[src/rtl/basys3_link_tx.sv]
// Basys3-side PMOD link transmitter: shifts {encrypt, data, key} out one bit per
// four-phase tx_sync/rx_ack handshake. Optional watchdog: define LINK_TIMEOUT_EN.
module basys3_link_tx #(
    parameter int SETUP_CYCLES   = 4,
    parameter int SYNC_STAGES    = 2,
    parameter int TIMEOUT_CYCLES = 65535
) (
    input  logic         clk,
    input  logic         reset_b,
    input  logic         enable,
    input  logic [127:0] data_out,
    input  logic [127:0] key_in,
    input  logic         encrypt,
    output logic         txd,
    output logic         tx_sync,
    input  logic         rx_ack,
    output logic         busy,
    output logic         done
`ifdef LINK_TIMEOUT_EN
    ,
    output logic         error
`endif
);

    typedef enum logic [2:0] {S_IDLE, S_SETUP, S_REQ, S_REL, S_DONE} state_t;

    localparam int SW = (SETUP_CYCLES > 1) ? $clog2(SETUP_CYCLES) : 1;
    localparam logic [SW-1:0] SETUP_LAST = SW'(SETUP_CYCLES - 1);
    localparam logic [8:0]    LAST_BIT   = 9'd256;

    if (SETUP_CYCLES < 1 || SYNC_STAGES < 2 || TIMEOUT_CYCLES < 1 || TIMEOUT_CYCLES > 65535)
    begin : g_param_check
        $error("basys3_link_tx: parameter out of range");
    end

    state_t                 r_state;
    logic [256:0]           r_shift;
    logic [8:0]             r_cnt;
    logic [SW-1:0]          r_setup_cnt;
    logic                   r_txd;
    logic                   r_tx_sync;
    logic                   r_busy;
    logic                   r_done;
    logic [SYNC_STAGES-1:0] r_ack_sync;
    logic                   w_ack_s;
    logic                   w_timeout;
    logic                   w_locked;

    always_ff @(posedge clk or negedge reset_b) begin
        if (!reset_b) begin
            r_ack_sync <= '0;
        end else begin
            r_ack_sync <= {r_ack_sync[SYNC_STAGES-2:0], rx_ack};
        end
    end

    assign w_ack_s = r_ack_sync[SYNC_STAGES-1];

`ifdef LINK_TIMEOUT_EN
    localparam logic [15:0] WD_LAST = 16'(TIMEOUT_CYCLES - 1);

    logic [15:0] r_wdog;
    logic        r_error;

    // Watchdog only advances while a handshake phase is stalled; any phase change clears it.
    always_ff @(posedge clk or negedge reset_b) begin
        if (!reset_b) begin
            r_wdog  <= '0;
            r_error <= 1'b0;
        end else begin
            if (w_timeout) begin
                r_error <= 1'b1;
            end
            if ((r_state == S_REQ && !w_ack_s) || (r_state == S_REL && w_ack_s)) begin
                r_wdog <= r_wdog + 16'd1;
            end else begin
                r_wdog <= '0;
            end
        end
    end

    assign w_timeout = (r_state == S_REQ || r_state == S_REL) && (r_wdog == WD_LAST);
    assign w_locked  = r_error;
    assign error     = r_error;
`else
    assign w_timeout = 1'b0;
    assign w_locked  = 1'b0;
`endif

    always_ff @(posedge clk or negedge reset_b) begin
        if (!reset_b) begin
            r_state     <= S_IDLE;
            r_shift     <= '0;
            r_cnt       <= '0;
            r_setup_cnt <= '0;
            r_txd       <= 1'b0;
            r_tx_sync   <= 1'b0;
            r_busy      <= 1'b0;
            r_done      <= 1'b0;
        end else begin
            r_done <= 1'b0;
            if (w_timeout) begin
                r_state   <= S_DONE;
                r_tx_sync <= 1'b0;
                r_txd     <= 1'b0;
                r_busy    <= 1'b0;
                r_done    <= 1'b1;
            end else begin
                case (r_state)
                    S_IDLE: begin
                        // A peer still holding ack from an earlier exchange must release first.
                        if (enable && !w_ack_s && !w_locked) begin
                            r_shift     <= {encrypt, data_out, key_in};
                            r_cnt       <= '0;
                            r_setup_cnt <= '0;
                            r_txd       <= encrypt;
                            r_busy      <= 1'b1;
                            r_state     <= S_SETUP;
                        end
                    end
                    S_SETUP: begin
                        r_txd <= r_shift[256];
                        if (r_setup_cnt == SETUP_LAST) begin
                            r_tx_sync <= 1'b1;
                            r_state   <= S_REQ;
                        end else begin
                            r_setup_cnt <= r_setup_cnt + 1'b1;
                        end
                    end
                    S_REQ: begin
                        if (w_ack_s) begin
                            r_tx_sync <= 1'b0;
                            r_state   <= S_REL;
                        end
                    end
                    S_REL: begin
                        if (!w_ack_s) begin
                            if (r_cnt == LAST_BIT) begin
                                r_state <= S_DONE;
                                r_done  <= 1'b1;
                                r_busy  <= 1'b0;
                                r_txd   <= 1'b0;
                            end else begin
                                r_shift     <= {r_shift[255:0], 1'b0};
                                r_cnt       <= r_cnt + 9'd1;
                                r_txd       <= r_shift[255];
                                r_setup_cnt <= '0;
                                r_state     <= S_SETUP;
                            end
                        end
                    end
                    S_DONE: begin
                        r_state <= S_IDLE;
                    end
                    default: begin
                        r_state <= S_IDLE;
                    end
                endcase
            end
        end
    end

    assign txd     = r_txd;
    assign tx_sync = r_tx_sync;
    assign busy    = r_busy;
    assign done    = r_done;

endmodule

[config.mk]
export PLATFORM = sky130hd
export DESIGN_NAME = basys3_link_tx
export DESIGN_NICKNAME = d
export VERILOG_FILES = /design/src/rtl/basys3_link_tx.sv
export SDC_FILE = /design/constraint.sdc
export NUM_CORES = 1
export LEC_CHECK = 0
export BUFFER_PORTS_ARGS = -buffer_cell sky130_fd_sc_hd__buf_2
export CAP_MARGIN = 25
export CORE_UTILIZATION = 45
export DETAILED_ROUTE_END_ITERATION = 6
export GPL_TIMING_DRIVEN = 0
export PLACE_DENSITY = 0.67
export SYNTH_ARGS = -nofsm -noshare
export SYNTH_HDL_FRONTEND = slang
export SYNTH_SLANG_ARGS = --single-unit
[constraint.sdc]
create_clock -name clk -period 2.4 [get_ports clk]
set_input_delay 0.48 -clock clk [delete_from_list [all_inputs] [get_ports clk]]
set_output_delay 0.48 -clock clk [all_outputs]
set_load 0.01 [all_outputs]
-- Word level (Yosys, flattened, before mapping)
Index checks and enable logic that the tools add are counted.
- flip-flop bits (word level): 277
- bits of input ports: 261
- output and inout bits: 4
- $add $sub $neg: 2
- eq/ne operators: 12
- multiplexer cells: 33
- reduce and logical (&&, ||, !) cells: 12
- operator list (cell ; count):
    $mux W257 ; 3
    $pmux W257 S2 ; 1
    $mux W9 ; 3
    $pmux W9 S2 ; 1
    $mux W3 ; 5
    $ne A2 B2 Y1 const B ; 7
    $pmux W3 S4 ; 1
    $reduce_and A4 Y1 ; 3
    $mux W1 ; 11
    $add A9 B1 Y9 const B ; 1
    $eq A9 B9 Y1 const B ; 1
    $mux W2 ; 4
    $eq A3 B2 Y1 const B ; 2
    $pmux W2 S3 ; 1
    $reduce_and A3 Y1 ; 2
    $reduce_and A5 Y1 ; 1
    $pmux W1 S2 ; 2
    $reduce_bool A2 Y1 ; 2
    $eq A3 B1 Y1 const B ; 1
    $logic_not A3 Y1 ; 1
    $pmux W1 S3 ; 1
    $reduce_bool A3 Y1 ; 1
    $add A2 B1 Y2 const B ; 1
    $eq A2 B2 Y1 const B ; 1
    other kinds (2) ; 2

-- Longest topological paths before layout
Gate-level depths: netlist of run 1.
- word-level depth: 4
- gate-level depth with buffers: 9

-- Worst setup path before layout of run 1
No wires, ideal clock.
- kind: register to register
- from: reg r_cnt[0]
- to: reg r_shift[147]
- setup time: 0.082 ns
- arrival: 1.698 ns
- required time: 2.318 ns
- setup slack: 0.620 ns
- stages on the path, launching flop included: 10
- path buffers: 3
- period minus slack after synthesis: 1.780 ns
- path through: dfrtp_1 -> inv_1 -> ha_1 -> nor4b_4 -> a21boi_2 -> or2_1 -> buf_2 -> buf_6 -> buf_4 -> a31oi_1
- word-level cells in the longest chain between the ends: 3
- RTL lines (element ; line ; source):
    start: declaration ; 38 ; logic [8:0] r_cnt;
    start signal: assignment ; 145 ; r_cnt <= r_cnt + 9'd1;
    $eq A9 B9 Y1 ; 138 ; if (r_cnt == LAST_BIT) begin
    $ne A2 B2 Y1 (no line) ; - ;
    $reduce_and A4 Y1 (no line) ; - ;
    end signal: assignment ; 113 ; r_shift <= {encrypt, data_out, key_in};
    end signal: assignment ; 144 ; r_shift <= {r_shift[255:0], 1'b0};
    end: declaration ; 37 ; logic [256:0] r_shift;
Every way passes these cells.
A chain may end at the register's enable or synchronous reset.

-- Final worst setup path of run 1
- from: reg r_state[2]
- to: reg r_shift[175]
- word-level cells in the longest chain between the ends: 3
- elaborated cells on any way between the ends: 8
- those cells by class: eq/ne: 4; mux: 1; reduce/logical: 3
- RTL lines (element ; line ; source):
    start: declaration ; 36 ; state_t r_state;
    start signal: assignment ; 92 ; r_state <= S_IDLE;
    start signal: assignment ; 103 ; r_state <= S_DONE;
    start signal: assignment ; 118 ; r_state <= S_SETUP;
    $eq A3 B2 Y1 or $logic_not A3 Y1 (tied branches) ; 109 ; case (r_state)
    $ne A2 B2 Y1 (no line) or $reduce_bool A2 Y1 (tied branches) ; - ;
    $reduce_and A4 Y1 (no line) ; - ;
Parallel ways exist; a longest one is shown, timed or not.

==> results.py, run 1 <==
metrics = {
    "run_status": {
        "status": "finished clean",
    },
    "drt": {
        "drc": 0,
        "vias": 12390,
        "ant_nets": 0,
        "dr.pass1.iters": 5,
        "totalWireLength_um": 36430,
        "wire_per_inst_um": 16.23,
        "via_per_inst": 5.519,
        "first_iter_violations": 855,
    },
    "power_and_ir_drop": {
        "p_seq_frac": 0.415,
        "power_frac_clock": 0.237,
        "ir_worst_vdd_mv": 0.6675,
        "p_leak_nw": 7.190,
        "switching_share": 0.3576,
        "pwr-share-comb": 0.348,
        "powerDensity_mw_per_mm2": 1237,
        "p_sw_mw": 7.060,
        "p_int_mw": 12.68,
        "power_mw": 19.74,
    },
    "setup_path": {
        "critPathMaxFanout": 10,
        "path_cells": "buf_2 > and4bb_2 > a21boi_2 > buf_2 > buf_1 > nor3_1 > a31oi_1",
        "cp-end-kind": "register",
        "crit_buf_inv": 3,
        "critPathMaxStageDelay_ps": 390,
        "cp_data_required_time_ps": 2860,
        "cp-startpoint": "r_state[2]",
        "arrival_ps": 2680,
        "path_common_cell": "buf_2",
        "reg2reg_depth": 7,
        "reg2reg_from": "r_state[2]",
        "reg2reg_slack_ps": 180,
        "cp-start-kind": "register",
        "cpMaxStageDelayCell": "buf_1",
        "critPathTopFamily": "buffers and inverters",
        "rr_endpoint": "r_shift[175]",
        "path_class": "reg -> reg",
    },
    "finish": {
        "area_growth_syn_to_layout_pct": 22.52,
        "fillerInstances": 2614,
        "finalNonFillerCells": 2245,
        "drive_above_1_share": 0.2082,
        "finish.utilization": 0.5668,
        "final_nets": 2101,
    },
    "synth": {
        "synth_edf_count": 0,
        "synth-seq-area-share": 0.5320,
        "synth_nets": 1798,
        "ys.flop_type": "dfrtp_1",
        "synth.avg_cell_area_um2": 8.494,
        "async_flop_share": 1.000,
        "synthCells": 1534,
        "ys_seq_elements": 277,
        "synth_cell_types": 40,
        "synth_area_mm2": 0.01303,
        "synth_warnings": 0,
    },
    "place": {
        "io_buffers": 264,
        "hpwl_um": 24900,
        "place_congestion": 0.8275,
        "place_inst": 2178,
    },
    "cts": {
        "clock_path_buffers": 3,
        "clkSlewWorstSetupHoldPaths_ps": 60,
        "cts_tree": "yes",
        "cts_buffers": 31,
        "cts.htree.levels": 1,
        "cts.sinks": 277,
        "clockRootBuffer": "clkbuf_16",
        "clock_latency_ps": 560,
    },
    "worst_hold_path": {
        "hp-class": "in -> reg",
        "hold_depth": 1,
        "hold_start": "rx_ack",
        "whs_endpoint": "r_ack_sync[0]",
    },
    "floorplan": {
        "die_w_um": 172.2,
        "initial_core_util": 0.4627,
        "rows": 61,
        "dieArea_mm2": 0.02964,
        "ios": 265,
        "core_mm2": 0.02816,
        "fp.dieH_um": 172.2,
    },
    "run": {
        "drv_cap": 0,
    },
    "sta": {
        "setup_tns_ps": 0,
        "layout_min_cycle_time_ps": 2223,
        "fin_skew_ps": 16.40,
        "slew-limit-headroom": 0.5778,
        "tightest_slew_ps": 633.2,
        "worst_hold_slack_ps": 59.46,
        "hold_violations": 0,
        "fin_crit_sh": 0.9262,
        "finalSetupViolCount": 0,
        "rsz0062_at_grt": "false",
        "timing.fmax_mhz": 449.9,
        "drv_slew": 0,
    },
    "global_routing": {
        "grtUsageTotal": 0.2470,
        "grt_pass1_vias": 11680,
        "overflow": 0,
        "grt_max_degree": 117,
        "grt_pass1_wl_um": 59170,
        "antenna_found_initial": 15,
    },
}
-- final cells by class --
type | count | area (um^2) | area share
tap | 378 | 473.0 | 0.02963
buffer | 147 | 767.0 | 0.04804
sequential | 277 | 6932 | 0.4342
clock inverter | 6 | 80.08 | 0.005016
inverter | 7 | 26.28 | 0.001646
clock buffer | 49 | 913.4 | 0.05721
antenna | 8 | 20.02 | 0.001254
timing repair buffer | 270 | 1419 | 0.08888
multi-input combinational | 1103 | 5334 | 0.3341
-- worst register-to-register path, stage by stage, from the launching register on --
cell and delay, ps:
dfrtp_1 350, buf_2 170, and4bb_2 350, a21boi_2 250, buf_2 330, buf_1 400, nor3_1 100, a31oi_1 190
-- cells by family after synthesis --
| family | count (synthesis) | share of synthesized area |
|---|---|---|
| AOI/OAI and AO/OA | 282 | 0.1358 |
| adders and majority gates | 3 | 0.002881 |
| buffers and inverters | 154 | 0.05867 |
| DFF | 277 | 0.5320 |
| muxes | 4 | 0.003265 |
| and+or+nand+nor | 814 | 0.2674 |
-- metal layers --
layer	wire length, um	global-route usage	share of wire	up-vias
li1	-	-	-	5986
met1	16650	0.3525	0.46	5938
met2	16350	0.3846	0.45	384
met3	2669	0.05539	0.073	65
met4	649	0.05040	0.018	18
met5	111	0	0.0030	-
-- stage by stage --
step                setup WS, ps  area [um^2]
floorplan                  619.9        13030
global placement           -4510        14820
detailed placement        -133.8        14890
CTS                        28.32        15900
global route              0.7452        15950
finish                     177.1        15960
-- power groups by stage --
| stage | clock network, mW | logic [mW] | registers [mW] |
|---|---|---|---|
| detailed placement | 0 | 6.86 | 8.20 |
| floorplan | 0 | 5.23 | 7.90 |
| finish | 4.68 | 6.87 | 8.19 |
| CTS | 4.76 | 6.88 | 8.16 |
| global route | 4.94 | 7.82 | 8.45 |
| global placement | 0 | 6.65 | 8.13 |
-- sequential cells by signal, indices dropped and copies added (netlist names) --
name         count
tx_sync          1
r_setup_cnt      2
txd              1
r_state          3
done             1
r_ack_sync       2
r_cnt            9
busy             1
r_shift        257
-- Yosys cell counts (2+ instances only) --
library cell / count / area, um^2
mux2_2: 2 / 22.52
nor2_1: 3 / 11.26
or3_1: 2 / 12.51
nor2b_1: 2 / 12.51
a21o_1: 2 / 15.01
a31oi_1: 257 / 1608
o21ai_0: 8 / 40.04
clkbuf_1: 94 / 352.8
o21a_1: 2 / 15.01
nor3_1: 256 / 1281
and2_1: 2 / 12.51
nand2b_1: 4 / 25.02
buf_4: 2 / 15.01
buf_1: 8 / 30.03
inv_1: 7 / 26.28
buf_6: 20 / 225.2
nor3b_1: 2 / 15.01
and3_1: 6 / 37.54
o22ai_1: 2 / 12.51
dfrtp_1: 277 / 6932
a21oi_1: 5 / 25.02
nand2_1: 526 / 1974
mux2i_1: 2 / 20.02
buf_2: 23 / 115.1
ha_1: 3 / 37.54
nand3_1: 3 / 15.01
-- cell usage in the layout, fill, tap and decap left out, drive strengths merged, types with 2 or more instances in the layout --
master	count
a21o	2
a21oi	5
a31oi	257
and2	2
and3	6
buf	320
bufinv	2
clkbuf	145
clkinv	4
dfrtp	277
diode	8
ha	3
inv	7
mux2	2
mux2i	2
nand2	526
nand2b	4
nand3	3
nor2	3
nor2b	2
nor3	256
nor3b	2
nor4b	2
o21a	2
o21ai	8
o22ai	2
or3	2
-- timing repair --
item                                   CTS  global route
gates cloned                             0             0
buffers inserted                         0             3
setup endpoints to repair              192           224
resized for setup                        2            40
endpoints found under the hold margin   66             0
hold buffers                             1             0
pin swaps                                0             1
-- worst max-delay path by stage --
stage                              end  slack, ps  cells after the start
after CTS                 r_shift[250]         30                      7
after detailed placement   r_shift[85]       -130                      6
after global routing       r_shift[95]        0.7                      8
final                     r_shift[175]        180                      7
after floorplan           r_shift[147]        620                      9
after global placement     r_shift[43]      -4510                      1
(Power assumes the default switching activity.)
==> run 2, diff against run 1 <==
- ABC_CLOCK_PERIOD_IN_PS: default -> 2400
- MAX_ROUTING_LAYER: default -> met4
- SLEW_MARGIN: default -> 20
==> results.py, run 2 (same netlist as run 1, synthesis figures left out) <==
metrics = {
    "run_status": {
        "status": "finished clean",
    },
    "worst_hold_path": {
        "hp-class": "in -> reg",
        "hold_start": "rx_ack",
        "hold_depth": 1,
        "whs_endpoint": "r_ack_sync[0]",
    },
    "drt": {
        "via_per_inst": 5.507,
        "first_iter_violations": 882,
        "wire_per_inst_um": 16.08,
        "dr.pass1.iters": 5,
        "totalWireLength_um": 36280,
        "vias": 12430,
        "drc": 0,
        "ant_nets": 0,
    },
    "setup_path": {
        "cp-start-kind": "register",
        "arrival_ps": 2730,
        "rr_endpoint": "r_shift[55]",
        "reg2reg_from": "r_state[2]",
        "critPathTopFamily": "buffers and inverters",
        "cpMaxStageDelayCell": "clkbuf_1",
        "path_class": "reg -> reg",
        "critPathMaxFanout": 10,
        "cp-end-kind": "register",
        "path_cells": "buf_2 > and4bb_2 > a21boi_2 > buf_2 > clkbuf_1 > nor3_1 > a31oi_1",
        "critPathMaxStageDelay_ps": 420,
        "reg2reg_depth": 7,
        "crit_buf_inv": 3,
        "reg2reg_slack_ps": 140,
        "cp_data_required_time_ps": 2870,
        "path_common_cell": "buf_2",
    },
    "sta": {
        "timing.fmax_mhz": 441.6,
        "layout_min_cycle_time_ps": 2265,
        "setup_tns_ps": 0,
        "fin_skew_ps": 8.908,
        "worst_hold_slack_ps": 62.89,
        "setup_slack_ps": 135.3,
        "hold_violations": 0,
        "drv_slew": 0,
        "finalSetupViolCount": 0,
        "fin_crit_sh": 0.9436,
        "tightest_slew_ps": 526.4,
        "rsz0062_at_grt": "false",
        "slew-limit-headroom": 0.6491,
    },
    "run": {
        "drv_cap": 0,
    },
    "finish": {
        "finalNonFillerCells": 2257,
        "final_cell_mix": "nand2_1 (526), buf_2 (286), dfrtp_1 (277)",
        "fillerInstances": 2649,
        "post-route-cell-area_mm2": 0.01606,
        "area_growth_syn_to_layout_pct": 23.26,
        "reg_top3": "r_shift (257), r_cnt (9), r_state (3)",
        "layout_commonest_cell": "nand2_1",
        "largest_reg_flops": 257,
        "largest-register": "r_shift",
        "finish.utilization": 0.5703,
        "final_nets": 2104,
        "drive_above_1_share": 0.2154,
    },
    "place": {
        "place_inst": 2179,
        "postPlaceCellArea_mm2": 0.01492,
        "place_congestion": 0.8400,
        "io_buffers": 264,
        "post-place-ws_ps": -158.4,
        "hpwl_um": 25030,
    },
    "cts": {
        "clkSlewWorstSetupHoldPaths_ps": 60,
        "cts_tree": "yes",
        "clock_latency_ps": 550,
        "clock_path_buffers": 3,
        "cts.htree.levels": 1,
        "cts_buffers": 31,
        "cts.sinks": 277,
        "clockRootBuffer": "clkbuf_16",
    },
    "global_routing": {
        "overflow": 0,
        "antenna_found_initial": 16,
        "grt_max_degree": 96,
        "grtUsageTotal": 0.2532,
        "grt_pass1_wl_um": 58940,
        "grt_pass1_vias": 11660,
    },
    "floorplan": {
        "core_mm2": 0.02816,
        "die_w_um": 172.2,
        "fp.dieH_um": 172.2,
        "ios": 265,
        "initial_core_util": 0.4627,
        "rows": 61,
        "dieArea_mm2": 0.02964,
    },
    "power_and_ir_drop": {
        "p_leak_nw": 7.250,
        "ir_worst_vdd_mv": 0.6177,
        "power_mw": 19.82,
        "powerDensity_mw_per_mm2": 1234,
    },
}
run 2: cell count changes in the layout (fill, tap and decap cells not counted), moves of 2 or more:
cell / delta
clkbuf_2: +3
clkbuf_1: -10
buf_4: +2
diode_2: +9
clkinv_2: +6
clkbuf_8: +2
run 2: final cells by class:
class                           count  area [um^2]  area share
Timing Repair Buffer              273         1461     0.09099
Buffer                            147        770.7     0.04799
Tap cell                          378        473.0     0.02945
Multi-Input combinational cell   1103         5334      0.3321
Inverter                            7        26.28    0.001636
Clock buffer                       43        910.9     0.05672
Antenna cell                       17        42.54    0.002649
Sequential cell                   277         6932      0.4316
Clock inverter                     12        110.1    0.006856
run 2: how the worst max path moves through the flow:
stage               depth (start not counted)            to        from  slack, ps
floorplan                                   9  r_shift[147]    r_cnt[0]        620
global placement                            1   r_shift[43]     reset_b      -4510
detailed placement                          6   r_shift[77]  r_state[1]       -160
CTS                                         7  r_shift[250]  r_state[2]         30
global route                                7  r_shift[149]  r_state[2]        0.6
finish                                      7   r_shift[55]  r_state[2]        140
run 2: where the power goes:
part | switching, mW | total [mW] | internal [mW]
combinational | 3.91 | 6.88 | 2.97
sequential | 1.25 | 8.19 | 6.94
clock | 1.92 | 4.75 | 2.83
total | 7.08 | 19.8 | 12.7
run 2: routing by layer:
| metal | GRT usage | vias up | routed length, um |
|---|---|---|---|
| met5 | - | - | 0 |
| met4 | 0.05579 | 0 | 721 |
| met3 | 0.05447 | 61 | 2699 |
| met2 | 0.3782 | 407 | 16020 |
| met1 | 0.3533 | 5960 | 16840 |
| li1 | - | 6002 | - |
run 2: worst reg2reg max path, stage by stage (launching register included):
cell and delay (ps):
dfrtp_1 360, buf_2 170, and4bb_2 350, a21boi_2 260, buf_2 330, clkbuf_1 430
nor3_1 120, a31oi_1 170
run 2: repair_timing:
item | CTS | global route
endpoints found under the setup margin | 177 | 190
gates cloned | 0 | 0
hold buffers | 1 | 0
pin swaps | 0 | 1
hold endpoints to repair | 26 | 0
buffers inserted | 0 | 5
gates resized for setup | 3 | 43
